$ cat config.mk
export PLATFORM = sky130hd
export DESIGN_NAME = gpu_bg_block_xfer
export DESIGN_NICKNAME = d
export VERILOG_FILES = /design/src/rtl/gpu_bg_pkg.sv /design/src/rtl/gpu_bg_beat_packer.sv /design/src/rtl/gpu_bg_block_xfer.sv
export SDC_FILE = /design/constraint.sdc
export NUM_CORES = 1
export LEC_CHECK = 0
export ABC_AREA = 0
export CAP_MARGIN = 20
export CORE_AREA = 2 2 281 283
export CTS_BUF_LIST = sky130_fd_sc_hd__clkbuf_8 sky130_fd_sc_hd__clkbuf_16
export DETAILED_ROUTE_END_ITERATION = 10
export DIE_AREA = 0 0 283 285
export PLACE_DENSITY_LB_ADDON = 0.05
export SYNTH_ARGS = -nofsm -noshare
export SYNTH_HDL_FRONTEND = slang
export SYNTH_HIERARCHICAL = 1
export SYNTH_SLANG_ARGS = --single-unit
$ cat constraint.sdc
create_clock -name clk -period 42.8 [get_ports clk]
set_input_delay 8.56 -clock clk [delete_from_list [all_inputs] [get_ports clk]]
set_output_delay 8.56 -clock clk [all_outputs]
set_load 0.05 [all_outputs]
$ cat src/rtl/gpu_bg_pkg.sv
// Shared constants for the GPU background block transfer engine: pair codes,
// block geometry, FSM state encodings and a saturating counter helper.
package gpu_bg_pkg;

  localparam int BG_BLOCK_W = 256;
  localparam int BG_ADR_W   = 15;
  localparam int BG_MSK_W   = 16;

  localparam logic [1:0] PAIR_NONE  = 2'b00;
  localparam logic [1:0] PAIR_FIRST = 2'b01;
  localparam logic [1:0] PAIR_NEXT  = 2'b10;
  localparam logic [1:0] PAIR_LAST  = 2'b11;

  typedef logic [2:0] bg_state_t;

  localparam bg_state_t ST_IDLE      = 3'd0;
  localparam bg_state_t ST_SAVE_CMD  = 3'd1;
  localparam bg_state_t ST_SAVE_DATA = 3'd2;
  localparam bg_state_t ST_LOAD_CMD  = 3'd3;
  localparam bg_state_t ST_LOAD_DATA = 3'd4;
  localparam bg_state_t ST_IMPORT    = 3'd5;
  localparam bg_state_t ST_DONE      = 3'd6;

  function automatic logic [31:0] sat_inc32(input logic [31:0] v);
    return (v == 32'hFFFF_FFFF) ? v : v + 32'd1;
  endfunction

endpackage

$ cat src/rtl/gpu_bg_beat_packer.sv
// Slices a 256-bit block and 16-bit pixel mask into memory beats/byte enables,
// and merges an incoming read beat into the block assembly buffer.
module gpu_bg_beat_packer
  import gpu_bg_pkg::*;
#(
  parameter int DATA_W = 64
) (
  input  logic [BG_BLOCK_W-1:0] i_block,
  input  logic [BG_MSK_W-1:0]   i_mask,
  input  logic [1:0]            i_beat,
  input  logic [BG_BLOCK_W-1:0] i_rbuf,
  input  logic [DATA_W-1:0]     i_rdata,
  output logic [DATA_W-1:0]     o_wdata,
  output logic [DATA_W/8-1:0]   o_wbyteen,
  output logic [BG_BLOCK_W-1:0] o_rbuf_next
);

  localparam int BEATS = BG_BLOCK_W / DATA_W;
  localparam int BYTES = DATA_W / 8;

  logic [3:0] pix;

  // Each pixel is 16 bits, so two consecutive bytes share one mask bit.
  always_comb begin
    o_wdata     = '0;
    o_wbyteen   = '0;
    o_rbuf_next = i_rbuf;
    pix         = '0;
    for (int k = 0; k < BEATS; k++) begin
      if (i_beat == k[1:0]) begin
        o_wdata = i_block[k*DATA_W +: DATA_W];
        o_rbuf_next[k*DATA_W +: DATA_W] = i_rdata;
        for (int j = 0; j < BYTES; j++) begin
          pix          = 4'((k * BYTES + j) / 2);
          o_wbyteen[j] = i_mask[pix];
        end
      end
    end
  end

endmodule

$ cat src/rtl/gpu_bg_block_xfer.sv
// Moves 256-bit BG blocks between the pixel backend and the memory port.
// Optional performance counters are enabled with `define GPU_BGXFER_PERF_CNT_EN.
module gpu_bg_block_xfer
  import gpu_bg_pkg::*;
#(
  parameter int DATA_W = 64
) (
  input  logic                  clk,
  input  logic                  i_rst,
  input  logic [1:0]            i_saveBGBlock,
  input  logic                  i_noblend,
  input  logic [BG_ADR_W-1:0]   i_loadAdr,
  input  logic [BG_ADR_W-1:0]   i_saveAdr,
  input  logic [BG_BLOCK_W-1:0] i_exportedBGBlock,
  input  logic [BG_MSK_W-1:0]   i_exportedMSKBGBlock,
  output logic                  o_pausePipeline,
  output logic                  o_importBGBlockSingleClock,
  output logic [BG_BLOCK_W-1:0] o_importedBGBlock,
  output logic                  o_resetPixelMask,
  output logic                  o_resetPipelinePixelStateSpike,
  output logic                  o_flushDone,
  output logic                  o_cmdValid,
  input  logic                  i_cmdReady,
  output logic                  o_cmdWrite,
  output logic [BG_ADR_W-1:0]   o_cmdAdr,
  output logic                  o_wValid,
  input  logic                  i_wReady,
  output logic [DATA_W-1:0]     o_wData,
  output logic [DATA_W/8-1:0]   o_wByteEn,
  input  logic                  i_rValid,
  input  logic [DATA_W-1:0]     i_rData
`ifdef GPU_BGXFER_PERF_CNT_EN
  ,
  output logic [31:0]           o_perfLoads,
  output logic [31:0]           o_perfSaves,
  output logic [31:0]           o_perfStallCycles
`endif
);

  localparam int         BEATS     = BG_BLOCK_W / DATA_W;
  localparam logic [1:0] LAST_BEAT = 2'(BEATS - 1);

  bg_state_t             state_q, state_d;
  logic                  armed_q, armed_d;
  logic [1:0]            code_q, code_d;
  logic                  noblend_q, noblend_d;
  logic [BG_ADR_W-1:0]   load_adr_q, load_adr_d;
  logic [BG_ADR_W-1:0]   save_adr_q, save_adr_d;
  logic [BG_BLOCK_W-1:0] block_q, block_d;
  logic [BG_MSK_W-1:0]   mask_q, mask_d;
  logic [1:0]            beat_q, beat_d;
  logic [BG_BLOCK_W-1:0] buf_q, buf_d;

  logic [DATA_W-1:0]     pk_wdata;
  logic [DATA_W/8-1:0]   pk_wbyteen;
  logic [BG_BLOCK_W-1:0] pk_rbuf;

  logic accept, in_save, in_load, snap_load, snap_save, pause;

  gpu_bg_beat_packer #(.DATA_W(DATA_W)) u_packer (
    .i_block     (block_q),
    .i_mask      (mask_q),
    .i_beat      (beat_q),
    .i_rbuf      (buf_q),
    .i_rdata     (i_rData),
    .o_wdata     (pk_wdata),
    .o_wbyteen   (pk_wbyteen),
    .o_rbuf_next (pk_rbuf)
  );

  // Work required by the incoming code (in_*) and by the captured snapshot (snap_*).
  assign in_save   = (i_saveBGBlock != PAIR_FIRST) && (i_exportedMSKBGBlock != '0);
  assign in_load   = (i_saveBGBlock == PAIR_FIRST) || ((i_saveBGBlock == PAIR_NEXT) && !i_noblend);
  assign snap_save = (code_q != PAIR_FIRST) && (mask_q != '0);
  assign snap_load = (code_q == PAIR_FIRST) || ((code_q == PAIR_NEXT) && !noblend_q);

  assign accept = (state_q == ST_IDLE) && (i_saveBGBlock != PAIR_NONE) && !armed_q;
  // Reset also masks the combinational stall term so every output reads 0 in reset.
  assign pause  = !i_rst && ((state_q != ST_IDLE) || ((i_saveBGBlock != PAIR_NONE) && !armed_q));

  always_comb begin
    state_d    = state_q;
    armed_d    = armed_q;
    code_d     = code_q;
    noblend_d  = noblend_q;
    load_adr_d = load_adr_q;
    save_adr_d = save_adr_q;
    block_d    = block_q;
    mask_d     = mask_q;
    beat_d     = beat_q;
    buf_d      = buf_q;
    case (state_q)
      ST_IDLE: begin
        if (i_saveBGBlock == PAIR_NONE) armed_d = 1'b0;
        if (accept) begin
          armed_d    = 1'b1;
          code_d     = i_saveBGBlock;
          noblend_d  = i_noblend;
          load_adr_d = i_loadAdr;
          save_adr_d = i_saveAdr;
          block_d    = i_exportedBGBlock;
          mask_d     = i_exportedMSKBGBlock;
          beat_d     = '0;
          if (in_save)      state_d = ST_SAVE_CMD;
          else if (in_load) state_d = ST_LOAD_CMD;
          else              state_d = ST_DONE;
        end
      end
      ST_SAVE_CMD:  if (i_cmdReady) state_d = ST_SAVE_DATA;
      ST_SAVE_DATA: begin
        if (i_wReady) begin
          if (beat_q == LAST_BEAT) begin
            beat_d  = '0;
            state_d = snap_load ? ST_LOAD_CMD : ST_DONE;
          end else begin
            beat_d = beat_q + 2'd1;
          end
        end
      end
      ST_LOAD_CMD:  if (i_cmdReady) state_d = ST_LOAD_DATA;
      ST_LOAD_DATA: begin
        if (i_rValid) begin
          buf_d = pk_rbuf;
          if (beat_q == LAST_BEAT) begin
            beat_d  = '0;
            state_d = ST_IMPORT;
          end else begin
            beat_d = beat_q + 2'd1;
          end
        end
      end
      ST_IMPORT: state_d = ST_DONE;
      ST_DONE:   state_d = ST_IDLE;
      default:   state_d = ST_IDLE;
    endcase
  end

  always_ff @(posedge clk or posedge i_rst) begin
    if (i_rst) begin
      state_q    <= ST_IDLE;
      armed_q    <= 1'b0;
      code_q     <= PAIR_NONE;
      noblend_q  <= 1'b0;
      load_adr_q <= '0;
      save_adr_q <= '0;
      block_q    <= '0;
      mask_q     <= '0;
      beat_q     <= '0;
      buf_q      <= '0;
    end else begin
      state_q    <= state_d;
      armed_q    <= armed_d;
      code_q     <= code_d;
      noblend_q  <= noblend_d;
      load_adr_q <= load_adr_d;
      save_adr_q <= save_adr_d;
      block_q    <= block_d;
      mask_q     <= mask_d;
      beat_q     <= beat_d;
      buf_q      <= buf_d;
    end
  end

  always_comb begin
    o_pausePipeline                = pause;
    o_cmdValid                     = (state_q == ST_SAVE_CMD) || (state_q == ST_LOAD_CMD);
    o_cmdWrite                     = (state_q == ST_SAVE_CMD);
    o_cmdAdr                       = '0;
    if (state_q == ST_SAVE_CMD) o_cmdAdr = save_adr_q;
    if (state_q == ST_LOAD_CMD) o_cmdAdr = load_adr_q;
    o_wValid                       = (state_q == ST_SAVE_DATA);
    o_wData                        = (state_q == ST_SAVE_DATA) ? pk_wdata : '0;
    o_wByteEn                      = (state_q == ST_SAVE_DATA) ? pk_wbyteen : '0;
    o_importBGBlockSingleClock     = (state_q == ST_IMPORT);
    o_importedBGBlock              = (state_q == ST_IMPORT) ? buf_q : '0;
    // When a load runs, IMPORT already cleared the mask; otherwise DONE does it after a save.
    o_resetPixelMask               = (state_q == ST_IMPORT) ||
                                     ((state_q == ST_DONE) && !snap_load && snap_save);
    o_resetPipelinePixelStateSpike = (state_q == ST_DONE);
    o_flushDone                    = (state_q == ST_DONE) && (code_q == PAIR_LAST);
  end

`ifdef GPU_BGXFER_PERF_CNT_EN
  logic [31:0] perf_loads_q, perf_loads_d;
  logic [31:0] perf_saves_q, perf_saves_d;
  logic [31:0] perf_stall_q, perf_stall_d;

  always_comb begin
    perf_loads_d = perf_loads_q;
    perf_saves_d = perf_saves_q;
    perf_stall_d = perf_stall_q;
    if (state_q == ST_IMPORT) perf_loads_d = sat_inc32(perf_loads_q);
    if ((state_q == ST_SAVE_DATA) && i_wReady && (beat_q == LAST_BEAT))
      perf_saves_d = sat_inc32(perf_saves_q);
    if (pause) perf_stall_d = sat_inc32(perf_stall_q);
  end

  always_ff @(posedge clk or posedge i_rst) begin
    if (i_rst) begin
      perf_loads_q <= '0;
      perf_saves_q <= '0;
      perf_stall_q <= '0;
    end else begin
      perf_loads_q <= perf_loads_d;
      perf_saves_q <= perf_saves_d;
      perf_stall_q <= perf_stall_d;
    end
  end

  assign o_perfLoads       = perf_loads_q;
  assign o_perfSaves       = perf_saves_q;
  assign o_perfStallCycles = perf_stall_q;
`endif

endmodule

==> results of run 1 <==
power by group through the flow:
stage / Sequential, mW / Combinational (mW) / Clock, mW
2_1_floorplan: 0.889 / 0.846 / 0
3_3_place_gp: 0.940 / 1.04 / 0
3_5_place_dp: 0.959 / 1.07 / 0
4_1_cts: 0.949 / 1.07 / 0.599
5_1_grt: 0.984 / 1.14 / 0.622
6_report: 0.947 / 1.06 / 0.582
per-layer routing:
metal,vias to the layer above,track usage [%],part of all wire (%)
met2,509,38.4,51
met4,20,6.54,2.4
li1,8881,-,-
met1,10169,26.2,39
met3,138,7.37,7.6
met5,-,0,0.14
stage by stage:
stage | cells | hold WS [ns] | total power, mW
floorplan | 2072 | 0.475 | 1.74
global placement | 3691 | 0.484 | 1.98
detailed placement | 3691 | 0.491 | 2.02
CTS | 3813 | 0.505 | 2.62
global route | 3826 | 0.518 | 2.74
finish | 3834 | 0.500 | 2.59
critical path: stages:
cell and delay, ns:
clkdlybuf4s50_1 0.49, o21bai_1 0.53, a21oi_1 0.14, clkdlybuf4s50_1 0.72
worst max-delay path by stage:
stage	endpoint	slack, ns	cells past startpoint
after global routing	o_pausePipeline	23.74	4
after floorplan	armed_q$_DFFE_PP0P_	18.38	1
final	o_pausePipeline	23.80	4
after detailed placement	o_pausePipeline	23.81	4
after CTS	o_pausePipeline	23.80	4
after global placement	o_pausePipeline	23.77	4
placed cells by master (no fill, tap or decap), drive strengths merged, types with 2 or more instances in the layout:
| master | count |
|---|---|
| nor3b | 5 |
| clkbuf | 89 |
| nand3 | 6 |
| nor4 | 9 |
| o211ai | 2 |
| clkinvlp | 2 |
| clkdlybuf4s50 | 724 |
| nor2b | 6 |
| inv | 17 |
| and3 | 258 |
| nor2 | 23 |
| nor3 | 3 |
| diode | 17 |
| mux2i | 17 |
| mux2 | 817 |
| nand4 | 2 |
| clkinv | 14 |
| bufinv | 2 |
| and2 | 74 |
| a21oi | 2 |
| buf | 31 |
| o211a | 2 |
| mux4 | 68 |
| dfrtp | 567 |
| o21bai | 2 |
| nand2 | 4 |
| a41oi | 2 |
| nand2b | 3 |
| o21ai | 6 |
state kept, by name (all words and copies together), names as in the netlist:
register and cells:
block_q 256, noblend_q 1, beat_q 2, save_adr_q 15
state_q 3, code_q 2, armed_q 1, mask_q 16
buf_q 256, load_adr_q 15
cell families after synthesis:
group                      after synthesis
AOI/OAI and AO/OA                       22
adders and majority gates                1
buffers and inverters                  184
DFF                                    567
muxes                                  902
and+or+nand+nor                        396
area by class of cell:
class / count / share of cell area, %
antenna: 17 / 0.109
clock buffer: 89 / 5.20
clock inverter: 33 / 0.601
inverter: 2 / 0.0386
multi-input combinational: 1321 / 34.8
sequential: 567 / 36.5
tap: 1050 / 3.37
timing repair buffer: 755 / 19.4
==> results.ini, run 1 <==
[power]
switchingPower_uw=889
swShare_pct=34.3
p_seq_share_pct=36.6
clock_power_share_pct=22.5
peakVddDrop_mv=0.0356
p_per_area_nw_per_um2=66.5
p_comb_share_pct=41.0
p_leak_nw=17.0
internal_power_mw=1.70

[finish]
syn_to_final_growth_pct=35.6
layout.nets=3091
seq_area_sq_um=14200
final_util_pct=49.9
drive_gt1_share_pct=37.4
final_area_sq_um=38900
fillers=6885
multiInputGateArea_sq_um=13500

[sta]
fin_crit_sh_pct=44.4
setup_viol=0
rsz0062_at_grt=false
tightest_slew_ns=1.11
slew_violations=0
clock.fmax_mhz=52.6
period_needed_ns=19.00
hold_viol=0
timing.slew.headroom_pct=26.3
clock_skew_ns=0.0218
worst_slack_ns=23.80
tns_ns=0

[cts]
cts_made_buffers=69
cts_tree=built
hold_buffers=0
cts.sinks=567
postCtsSetupBuffers=0
clk-insertion-delay-late_ns=0.59
root_buffer=clkbuf_16
cts_buffer_depth=3
clk_pin_slew_ns=0.06
cts.htree.levels=3
cts_resized=0

[synthesis]
synth_warnings=6
netlist_instances=2072
synth_adder_area_share_pct=0.0436
synth_xor_area_share_pct=0
synth_edf_count=0
yosys.area_share.simple_pct=8.48
synth_commonest_cells=mux2_2 (812), dfrtp_1 (567), and3_1 (258), and2_1 (74), clkbuf_1 (74)
synthTopCellsByArea=dfrtp_1 (49%), mux2_2 (32%), and3_1 (5.6%)
synth_fp_nets=2447
synth_area_sq_um=28700
synth_top_area_share_pct=49.4
synth_top_family_by_area=multiplexers
ys_ff_latch=567
synth_mux_area_share_pct=38.0
ys_types=42
synth.yosys.seq_area_share_pct=49.4
ys.flop_type=dfrtp_1
yosysTopAreaCell=dfrtp_1
avgSynthCellArea_sq_um=13.9
yosysMostFrequentCell=mux2_2
synth_compound_area_share_pct=0.571
async_reset_ff_share_pct=100

[drt]
drt_iter0_drc=869
routed_wl_mm=91.3
route.detailed.drc=0
vias_per_cell=5.14
routedWlPerCell_um=23.8
num_vias=19717
drtAntennaViolNets=0
dr.pass1.iters=6

[place]
gp_congestion=0.814
dpl-instance-area_sq_um=36500
portBuffers=724
place_ws_ns=23.81
dpl.hpwl_mm=63.5

[global_route]
grtUsageTotal_pct=22.2
overflow=0
grt_max_degree=135
grt_pass1_wl_mm=137
antenna_found_initial=28
first_global_vias=20900

[die]
start_util_pct=36.8
ios=725
die-area_sq_um=80700
dieWidth_um=283
row_count=103
die_h_um=285
coreArea_sq_um=78000

[setup_path]
crit_fanout=5
timing.rr.end=buf_q[226]$_DFFE_PP0P_
cp_data_arrival_time_ns=10.44
r2r_slack_ns=38.46
crit_path_start=i_saveBGBlock[0]
worst-r2r-cell-count=6
reg2reg_from=state_q[0]$_DFFE_PP0P_
worstSetupPathType=in2out
endpoint_kind=primary output
startpoint_type=primary input
required_ns=34.24

[outcome]
status=finished, final reports clean

[worst_hold_path]
min_to=block_q[163]$_DFFE_PP0P_
holdPathStages=1
hold_path_class=reg2reg
worstHoldStart=block_q[163]$_DFFE_PP0P_

[run]
drv_cap=0

No activity file was read; power rests on OpenSTA's default activity.
==> run 2, diff against run 1 <==
--- a/config.mk
+++ b/config.mk
@@ -7,10 +7,10 @@
 export LEC_CHECK = 0
 export ABC_AREA = 0
 export CAP_MARGIN = 20
-export CORE_AREA = 2 2 281 283
+export CORE_AREA = 2 2 279 281
 export CTS_BUF_LIST = sky130_fd_sc_hd__clkbuf_8 sky130_fd_sc_hd__clkbuf_16
 export DETAILED_ROUTE_END_ITERATION = 10
-export DIE_AREA = 0 0 283 285
+export DIE_AREA = 0 0 281 283
 export PLACE_DENSITY_LB_ADDON = 0.05
 export SYNTH_ARGS = -nofsm -noshare
 export SYNTH_HDL_FRONTEND = slang
==> constraint.sdc (replaced) <==
create_clock -name clk -period 16.14 [get_ports clk]
set_input_delay 3.228 -clock clk [delete_from_list [all_inputs] [get_ports clk]]
set_output_delay 3.228 -clock clk [all_outputs]
set_load 0.05 [all_outputs]
==> run 2 against run 1 <==
Net effect: via count down 0.86%; die area fell by 1.4%; clock-buffer cell count fell by 10; register-to-register slack lost 26 ns; clock skew increased by 0.0019 ns; largest power group unchanged; largest cell class unchanged; sequential cell count is the same; combinational power grew to 2.6 times the previous value; sequential share of layout area grew 0.23 points; power increased to 2.6 times the previous value; first-iteration DRC count grew 3.8%; final cell count fell by 0.60%; routed wire length down 0.28%.
==> results.ini, run 2 (synthesized netlist as in run 1, its figures left out) <==
[finish]
finalNonFillerCells=3811
final_area_sq_um=38700
drive_gt1_share_pct=37.0
final_util_pct=50.4
syn_to_final_growth_pct=34.8
layout.nets=3088
largestRegisters=block_q x256, buf_q x256, mask_q x16
final_cell_mix=mux2_2 (812), clkdlybuf4s50_1 (724), dfrtp_1 (564)
final_common_cell=mux2_2
fillers=6681

[setup_path]
crit_fanout=5
crit_slowest_cell=clkdlybuf4s50_1
crit_chain=clkdlybuf4s50_1, o21bai_1, a21oi_1, clkdlybuf4s50_1
r2r_slack_ns=12.68
required_ns=12.91
endpoint_kind=primary output
cp_data_arrival_time_ns=5.07
crit_path_frequent_cell=clkdlybuf4s50_1
critical_path.top_delay_family=buffers and inverters
worstPathBufferInverterCount=2
worstSetupPathType=in2out
startpoint_type=primary input
slowest_delay_ns=0.74

[drt]
route.detailed.drc=0
num_vias=19548
dr.pass1.iters=5
routedWlPerCell_um=23.9
drtAntennaViolNets=0
routed_wl_mm=91.0
drt_iter0_drc=902
vias_per_cell=5.13

[power]
switchingPower_mw=2.35
clock_power_share_pct=21.4
p_comb_share_pct=41.0
p_leak_nw=16.9
p_seq_share_pct=37.6
peakVddDrop_mv=0.110
internal_power_mw=4.43
swShare_pct=34.7
total_power_mw=6.78
p_per_area_nw_per_um2=175

[run]
drv_cap=0

[sta]
whs_ns=0.502
setup_viol=0
period_needed_ns=8.30
tns_ns=0
tightest_slew_ns=1.11
worst_slack_ns=7.84
hold_viol=0
timing.slew.headroom_pct=26.2
clock.fmax_mhz=120
rsz0062_at_grt=false
fin_crit_sh_pct=51.4
clock_skew_ns=0.0237
slew_violations=0

[cts]
clk-insertion-delay-late_ns=0.60
postCtsSetupBuffers=0
cts.sinks=567
cts_buffer_depth=3
clk_pin_slew_ns=0.05
cts_made_buffers=67
cts_resized=0
hold_buffers=0
cts.htree.levels=3
root_buffer=clkbuf_16
cts_tree=built

[global_route]
grt_pass1_wl_mm=136
first_global_vias=20325
antenna_found_initial=31
grtUsageTotal_pct=22.7
overflow=0
grt_max_degree=123

[place]
dp.cells=3681
place_ws_ns=7.84
dpl-instance-area_sq_um=36500
gp_congestion=0.812
portBuffers=724
dpl.hpwl_mm=64.9

[die]
die_h_um=283
die-area_sq_um=79500
coreArea_sq_um=76700
dieWidth_um=281
row_count=102
ios=725
start_util_pct=37.4

[outcome]
status=finished, final reports clean

[worst_hold_path]
hold_path_class=reg2reg

[run 2: path summary, 6_finish.rpt]
| kind | end | start | cells past startpoint |
|---|---|---|---|
| hold / removal | block_q[192]$_DFFE_PP0P_ | block_q[192]$_DFFE_PP0P_ | 1 |
| setup reg to reg | block_q[28]$_DFFE_PP0P_ | state_q[1]$_DFFE_PP0P_ | 5 |
| setup / recovery | o_pausePipeline | i_saveBGBlock[0] | 4 |
| hold reg to reg | block_q[192]$_DFFE_PP0P_ | block_q[192]$_DFFE_PP0P_ | 1 |
| min in group asynchronous | armed_q$_DFFE_PP0P_ | i_rst | 2 |
| max in group asynchronous | block_q[29]$_DFFE_PP0P_ | i_rst | 7 |
[run 2: final cells by class]
cell class	count	area, sq um	share of cell area [%]
antenna	14	35.0	0.0905
clock buffer	79	1840	4.76
clock inverter	34	239	0.618
inverter	2	11.3	0.0291
multi-input combinational	1321	13500	35.0
sequential	567	14200	36.7
tap	1040	1300	3.36
timing repair buffer	754	7520	19.4
[run 2: power groups by stage]
stage          logic, mW  clock network, mW  registers, mW
6_report            2.78               1.45           2.55
5_1_grt             2.98               1.56           2.65
4_1_cts             2.81               1.50           2.56
3_5_place_dp        2.80                  0           2.58
3_3_place_gp        2.74                  0           2.55
2_1_floorplan       2.24                  0           2.36
[run 2: metal layers]
layer,up-vias,global-route usage [%],routed length (um),share of wire [%]
met5,-,0,207,0.23
met4,34,7.29,2260,2.5
met3,135,7.00,6540,7.2
met2,469,37.8,45100,50
met1,10019,27.9,36900,41
li1,8891,-,-,-
